[src/rtl/universal_shift_reg.sv]
// Universal shift register with manual hold/shift/load modes and an automatic
// load-then-shift burst that streams the loaded word out of the MSB.
module universal_shift_reg #(
    parameter int WIDTH = 8,
    localparam int CW   = $clog2(WIDTH + 1)
) (
    input  logic             clk,
    input  logic             reset,
    input  logic [1:0]       mode,
    input  logic             rotate,
    input  logic             sin_lsb,
    input  logic             sin_msb,
    input  logic [WIDTH-1:0] p_in,
    input  logic             start,
    output logic             sout_msb,
    output logic             sout_lsb,
    output logic [WIDTH-1:0] status,
    output logic             busy,
    output logic             done,
    output logic [CW-1:0]    shift_count
);

    typedef enum logic [0:0] {
        IDLE  = 1'b0,
        BURST = 1'b1
    } state_t;

    localparam logic [CW-1:0] CNT_MAX  = CW'(WIDTH);
    localparam logic [CW-1:0] CNT_LAST = CW'(WIDTH - 1);

    state_t           state_q, state_d;
    logic [WIDTH-1:0] q_q, q_d;
    logic [CW-1:0]    cnt_q, cnt_d;
    logic             done_q, done_d;

    logic [WIDTH-1:0] shl_s;
    logic [WIDTH-1:0] shr_s;
    logic [CW-1:0]    cnt_inc_s;

    // Shift candidates and saturating shift counter increment
    always_comb begin
        shl_s     = {q_q[WIDTH-2:0], rotate ? q_q[WIDTH-1] : sin_lsb};
        shr_s     = {rotate ? q_q[0] : sin_msb, q_q[WIDTH-1:1]};
        if (cnt_q == CNT_MAX) begin
            cnt_inc_s = cnt_q;
        end else begin
            cnt_inc_s = cnt_q + CW'(1);
        end
    end

    // Next-state logic: burst sequencing overrides manual mode decoding
    always_comb begin
        state_d = state_q;
        q_d     = q_q;
        cnt_d   = cnt_q;
        done_d  = 1'b0;
        case (state_q)
            IDLE: begin
                if (start) begin
                    q_d     = p_in;
                    cnt_d   = '0;
                    state_d = BURST;
                end else begin
                    case (mode)
                        2'b00: begin
                            q_d = q_q;
                        end
                        2'b01: begin
                            q_d   = shl_s;
                            cnt_d = cnt_inc_s;
                        end
                        2'b10: begin
                            q_d   = shr_s;
                            cnt_d = cnt_inc_s;
                        end
                        2'b11: begin
                            q_d   = p_in;
                            cnt_d = '0;
                        end
                        default: begin
                            q_d = q_q;
                        end
                    endcase
                end
            end
            BURST: begin
                q_d   = shl_s;
                cnt_d = cnt_inc_s;
                // The last shift of the burst drops back to IDLE so a held
                // start can launch the next burst on the following edge.
                if (cnt_q == CNT_LAST) begin
                    state_d = IDLE;
                    done_d  = 1'b1;
                end else begin
                    state_d = BURST;
                end
            end
            default: begin
                state_d = IDLE;
            end
        endcase
    end

    // State registers with asynchronous reset
    always_ff @(posedge clk or posedge reset) begin
        if (reset) begin
            state_q <= IDLE;
            q_q     <= '0;
            cnt_q   <= '0;
            done_q  <= 1'b0;
        end else begin
            state_q <= state_d;
            q_q     <= q_d;
            cnt_q   <= cnt_d;
            done_q  <= done_d;
        end
    end

    assign sout_msb    = q_q[WIDTH-1];
    assign sout_lsb    = q_q[0];
    assign status      = q_q;
    assign busy        = (state_q == BURST);
    assign done        = done_q;
    assign shift_count = cnt_q;

endmodule

[config.mk]
export PLATFORM = sky130hd
export DESIGN_NAME = universal_shift_reg
export DESIGN_NICKNAME = d
export VERILOG_FILES = /design/src/rtl/universal_shift_reg.sv
export SDC_FILE = /design/constraint.sdc
export NUM_CORES = 1
export LEC_CHECK = 0
export ABC_AREA = 1
export CORE_MARGIN = 1
export CORE_UTILIZATION = 40
export DETAILED_ROUTE_END_ITERATION = 10
export PLACE_DENSITY = 0.7
export SLEW_MARGIN = 10
export SYNTH_ARGS = -nofsm -noshare
export SYNTH_HDL_FRONTEND = slang
export SYNTH_SLANG_ARGS = --single-unit
[constraint.sdc]
create_clock -name clk -period 1.4 [get_ports clk]
set_clock_uncertainty 0.1 [all_clocks]
set_input_delay 0.42 -clock clk [delete_from_list [all_inputs] [get_ports clk]]
set_output_delay 0.42 -clock clk [all_outputs]
set_load 0.05 [all_outputs]
==> results.txt, run 1 <==
Die X-Extent: 52.46 um
layout cells sized above 1: 0.3700
RSZ-0062 raised after global routing: yes
Peak VDD IR: 1.771 mV
maximum number of pins on one net before global-route repair: 15
Die Ht: 52.46 um
Total GRT Usage: 0.2418
post-DP HPWL: 2114 um
sequential share of the synthesized area: 0.3440
status: complete, but fails checks
CP required: 0.88 ns
crit start category: flop
Crit. End Element: output pin
layout net count: 222
H-tree depth: 1
layout overhead on the synthesized area: 72.36%
clock sink count: 14
busiest grt layer: met2
EDFF count, synth: 0
grt ovf: 0
hold bufs inserted after CTS: 0
number of remaining DRC errors: 0
routed wire length: 2944 um
syn nets: 171
Period minus WS final: 1.425 ns
worst-path maximum fanout: 3
storage element area: 361.6 um2
asr flop ratio synth: 1.000
setup TNS: -0.1452 ns
Commonest cells post-synth: nand2_1, inv_1, nor2_1, nand3_1
CP delay by family, top: flip-flops
Initial DRC Count: 21
Net Switching: 2.007 mW
CP Cell Sequence: buf_12
Final setup viols: 8
syn avg cell area: 6.790 um2
I/O Pins: 32
non-filler cells, final: 228
# diodes: 0
global-route wire length before repair: 4878 um
GPL Wtd Cong: 0.8355
first-pass detailed-route iteration total: 4
initial core utilization: 0.4434
port buffer count: 31
top cell type's share of synthesized area: 0.3440
Gate power share: 0.728
TritonCTS buffer count: 3
DP Worst Slack: -0.5938 ns
synth top area cells: dfrtp_1, nand2_1, nand3_1
failing checks: negative setup slack
clock power share: 0.060
Slew Limit Headroom: 0.8129
initial antenna violation count: 0
Slew @ Worst Pin: 0.2804 ns
Fillers: 161
cell area after synthesis: 1018 um2
post-placement cell area: 1565 um2
critical path's largest stage delay: 0.46 ns
met2 Use GR: 0.4473
crit path buf inv count: 1
sequential power share: 0.212
DP Cell Count: 212
core area: 2297 um2
Max Cap Viol: 0
wire length per cell: 12.91 um
row cnt: 17
routing usage on met1: 0.2603
Worst-Skew Late Latency: 0.29 ns
leading area contributor after synthesis: dfrtp_1
vias: 1180
Slew Viols, Final: 0
static leakage: 0.8909 nW
Hold Path Class: input port to asynchronous set/reset pin
PD cells: 2394 nW/um2
Synth warnings: 0
Root Driver: clkbuf_4
Final Cell Area: 1755 um2
vias per cell: 5.175
Die ar.: 2752 um2
TritonCTS clock tree: done
cell with the most instances after synthesis: nand2_1
Primary FF master, synth: dfrtp_1
clock transition at the registers of the reported paths: 0.09 ns
hold slack: 0.3291 ns
fmax: 0.7016 GHz
clk buf depth: 2
Final Hold Violating Endpoints: 0
Critical Path AT: 0.91 ns
Yosys reg bits: 14
area occupied by multi-input gates: 608.1 um2
Netlist cell types: 20
switch share: 0.4776
vias in the first global route: 1171
grt met3 use: 0.03768
final setup margin: -0.02533 ns
Final period util: 1.018
Setup CP Type: flop to output pin
cell count after synthesis: 150
Internal Power: 2.195 mW
DRT antenna net count: 0
slowest library cell on the worst path: dfrtp_2
power groups by stage:
stage               Sequential, mW  Clock [mW]  Combinational, mW
CTS                          0.886       0.254               2.98
floorplan                     1.49           0              0.834
detailed placement           0.980           0               2.59
finish                       0.890       0.253               3.06
global placement             0.972           0               2.54
global route                 0.917       0.276               3.25
through the flow:
stage,utilization,total power [mW]
2_1_floorplan,-,2.326
3_3_place_gp,0.6814,3.509
3_5_place_dp,0.6814,3.568
4_1_cts,0.7446,4.119
5_1_grt,0.7642,4.447
6_report,0.7642,4.202
cell usage in the layout, fill, tap and decap left out, drive strengths merged:
master / netlist / layout
a21oi: 14 / 14
a22oi: 3 / 3
buf: 7 / 38
clkbuf: 0 / 5
clkdlybuf4s50: 0 / 12
clkinv: 0 / 1
dfrtp: 14 / 14
dlygate4sd2: 0 / 2
ha: 5 / 5
inv: 19 / 18
nand2: 49 / 49
nand3: 16 / 16
nor2: 18 / 18
nor3: 1 / 1
o21ai: 3 / 3
xor2: 1 / 1
final cells by class:
class | count | area share
sequential | 14 | 0.2060
clock buffer | 4 | 0.01497
timing repair buffer | 53 | 0.3713
multi-input combinational | 110 | 0.3464
inverter | 19 | 0.04134
tap | 28 | 0.01996
logic make-up after synthesis:
| logic type | after synthesis | synth area share |
|---|---|---|
| adders and majority gates | 5 | 0.06143 |
| and+or+nand+nor | 84 | 0.3477 |
| AOI/OAI and AO/OA | 20 | 0.1142 |
| buffers and inverters | 26 | 0.1241 |
| DFF | 14 | 0.3440 |
| xor gates and xnor gates | 1 | 0.008601 |
routing by layer:
layer | routed length, um | vias to the layer above | share of wire
met5 | 0 | - | 0
met4 | 78 | 0 | 0.026
met3 | 177 | 10 | 0.060
met2 | 1562 | 48 | 0.53
met1 | 1125 | 552 | 0.38
li1 | - | 570 | -
state kept, by name (all words and copies together) (netlist names):
| register | count |
|---|---|
| shift_count | 4 |
| status | 8 |
| done | 1 |
| busy | 1 |
timing repair:
item / CTS / global route
setup buffers: 12 / 0
setup endpoints to repair: 27 / 24
gates resized for setup: 16 / 16
pin swaps: 2 / 5
worst register-to-register path, cell delays in order (launching register included):
cell and delay, ns:
dfrtp_2 0.43, clkinv_2 0.26, nand2_4 0.21, a21oi_1 0.06, nor2_1 0.11, a22oi_2 0.06
final timing paths:
check,end,start,cells past startpoint,slack (ns)
min in group clk,done,shift_count[3],2,0.51
max in group asynchronous,status[6],reset,3,0.68
setup / recovery,status[7],status[7],1,-0.03
hold / removal,shift_count[1],reset,3,0.33
hold reg to reg,done,shift_count[3],2,0.51
setup reg to reg,status[4],busy,5,0.05
No activity file was read; power rests on OpenSTA's default activity.
==> inputs of run 2 (changes only) <==
--- a/config.mk
+++ b/config.mk
@@ -6,7 +6,7 @@
 export NUM_CORES = 1
 export LEC_CHECK = 0
 export ABC_AREA = 1
-export CORE_MARGIN = 1
+export CORE_MARGIN = 8
 export CORE_UTILIZATION = 40
 export DETAILED_ROUTE_END_ITERATION = 10
 export PLACE_DENSITY = 0.7
==> run 2 against run 1 <==
  * Via count rose by 4.0%
  * Critical path type unchanged
  * Critical endpoint unchanged
  * The flow still finishes with violations (negative setup slack)
  * Sequential cell count did not move
  * Fmax barely moved
  * Final cell count rose by 2.2%
  * Largest power group unchanged
==> results.txt, run 2 (synthesized netlist as in run 1, its figures left out) <==
failing checks: negative setup slack
final setup margin: -0.02610 ns
Final Hold Violating Endpoints: 0
met2 Use GR: 0.2750
vias per cell: 5.266
hold bufs inserted after CTS: 0
busiest grt layer: met2
CP delay by family, top: flip-flops
initial core utilization: 0.4149
wire length per cell: 14.80 um
RSZ-0062 raised after global routing: yes
# diodes: 0
grt met3 use: 0.03356
Die ar.: 4417 um2
Final setup viols: 9
Hold Path Class: input port to asynchronous set/reset pin
most common cell after layout, fill and taps aside: nand2_1
Slew @ Worst Pin: 0.2805 ns
Root Driver: clkbuf_4
Total GRT Usage: 0.1500
crit path buf inv count: 1
slowest library cell on the worst path: dfrtp_2
layout overhead on the synthesized area: 78.26%
TritonCTS buffer count: 3
core area: 2455 um2
initial antenna violation count: 0
Final period util: 1.019
Period minus WS final: 1.426 ns
global-route wire length before repair: 5333 um
PD cells: 2359 nW/um2
status: complete, but fails checks
post-DP HPWL: 2231 um
Die X-Extent: 66.46 um
port buffer count: 31
max reg flops: 8
number of remaining DRC errors: 0
grt ovf: 0
Crit. End Element: output pin
vias: 1227
routed wire length: 3449 um
clock sink count: 14
most frequent cells in the layout: nand2_1, buf_4, buf_12, inv_1, nand3_1
DP Worst Slack: -0.5804 ns
TritonCTS clock tree: done
Slew Viols, Final: 0
layout cells sized above 1: 0.3990
H-tree depth: 1
non-filler cells, final: 233
Initial DRC Count: 72
Critical Path AT: 0.91 ns
worst-path maximum fanout: 3
Fillers: 182
maximum number of pins on one net before global-route repair: 15
crit start category: flop
setup TNS: -0.1535 ns
clock transition at the registers of the reported paths: 0.10 ns
CP required: 0.88 ns
Worst-Skew Late Latency: 0.28 ns
GPL Wtd Cong: 0.8460
I/O Pins: 32
routing usage on met1: 0.1668
CP Cell Sequence: buf_12
Slew Limit Headroom: 0.8130
static leakage: 0.9119 nW
row cnt: 18
DP Cell Count: 214
vias in the first global route: 1173
Max Cap Viol: 0
Setup CP Type: flop to output pin
first-pass detailed-route iteration total: 4
layout net count: 225
Die Ht: 66.46 um
DRT antenna net count: 0
clk buf depth: 2
Peak VDD IR: 2.074 mV
critical path's largest stage delay: 0.46 ns
fmax: 0.7012 GHz
==> run 2: cell types whose count changed in the layout (fill, tap and decap cells not counted), sizes merged <==
cell,previous run,this run
dlygate4sd2,2,1
clkbuf,5,6
buf,38,41
==> run 2: final timing paths <==
check                                from         to  slack, ns  cells after the start
setup / recovery                status[7]  status[7]      -0.03                      1
hold / removal                      reset  status[5]       0.32                      3
setup reg to reg                     busy  status[0]       0.02                      7
hold reg to reg            shift_count[3]       done       0.52                      2
max in group asynchronous           reset  status[0]       0.68                      3
min in group clk           shift_count[3]       done       0.52                      2
==> run 2: worst reg2reg max path, cell delays in order (launching register included) <==
cell and delay, ns:
dfrtp_2 0.46, buf_6 0.13, nor2_4 0.13, nand2_4 0.09
buf_12 0.15, nand2_4 0.05, nor2_2 0.04, a22oi_1 0.15
==> run 2: area by class of cell <==
class                           instances  area, um2  area share
Timing Repair Buffer                   56      668.1      0.3680
Inverter                               19      72.57     0.03997
Multi-Input combinational cell        110      650.6      0.3584
Sequential cell                        14      360.3      0.1985
Clock buffer                            4      26.28     0.01447
Tap cell                               30      37.54     0.02068
==> run 2: timing repair <==
action	CTS	global route
cloned	1	0
setup buffers	12	2
endpoints found under the setup margin	27	24
pin swaps	1	6
gates resized for setup	18	23
==> run 2: power breakdown <==
| group | leakage (nW) | internal [mW] | switching, mW |
|---|---|---|---|
| clock | 0.0150 | 0.110 | 0.143 |
| sequential | 0.161 | 0.630 | 0.269 |
| combinational | 0.736 | 1.47 | 1.66 |
| total | 0.912 | 2.21 | 2.07 |
==> run 2: metrics by stage <==
stage | utilization | cell area (um2) | hold WS (ns) | total power [mW]
after detailed placement | 0.6386 | 1568 | 0.4701 | 3.581
final | 0.7396 | 1815 | 0.3200 | 4.282
after floorplan | - | 1027 | 0.2089 | 2.326
after global placement | 0.6386 | 1568 | 0.4510 | 3.529
after global routing | 0.7396 | 1815 | 0.3667 | 4.512
after CTS | 0.7090 | 1740 | 0.3256 | 4.132
==> run 2: layer usage <==
| layer | vias up | share of wire |
|---|---|---|
| met5 | - | 0 |
| met1 | 583 | 0.37 |
| met2 | 55 | 0.53 |
| met4 | 0 | 0.023 |
| met3 | 10 | 0.076 |
| li1 | 579 | - |
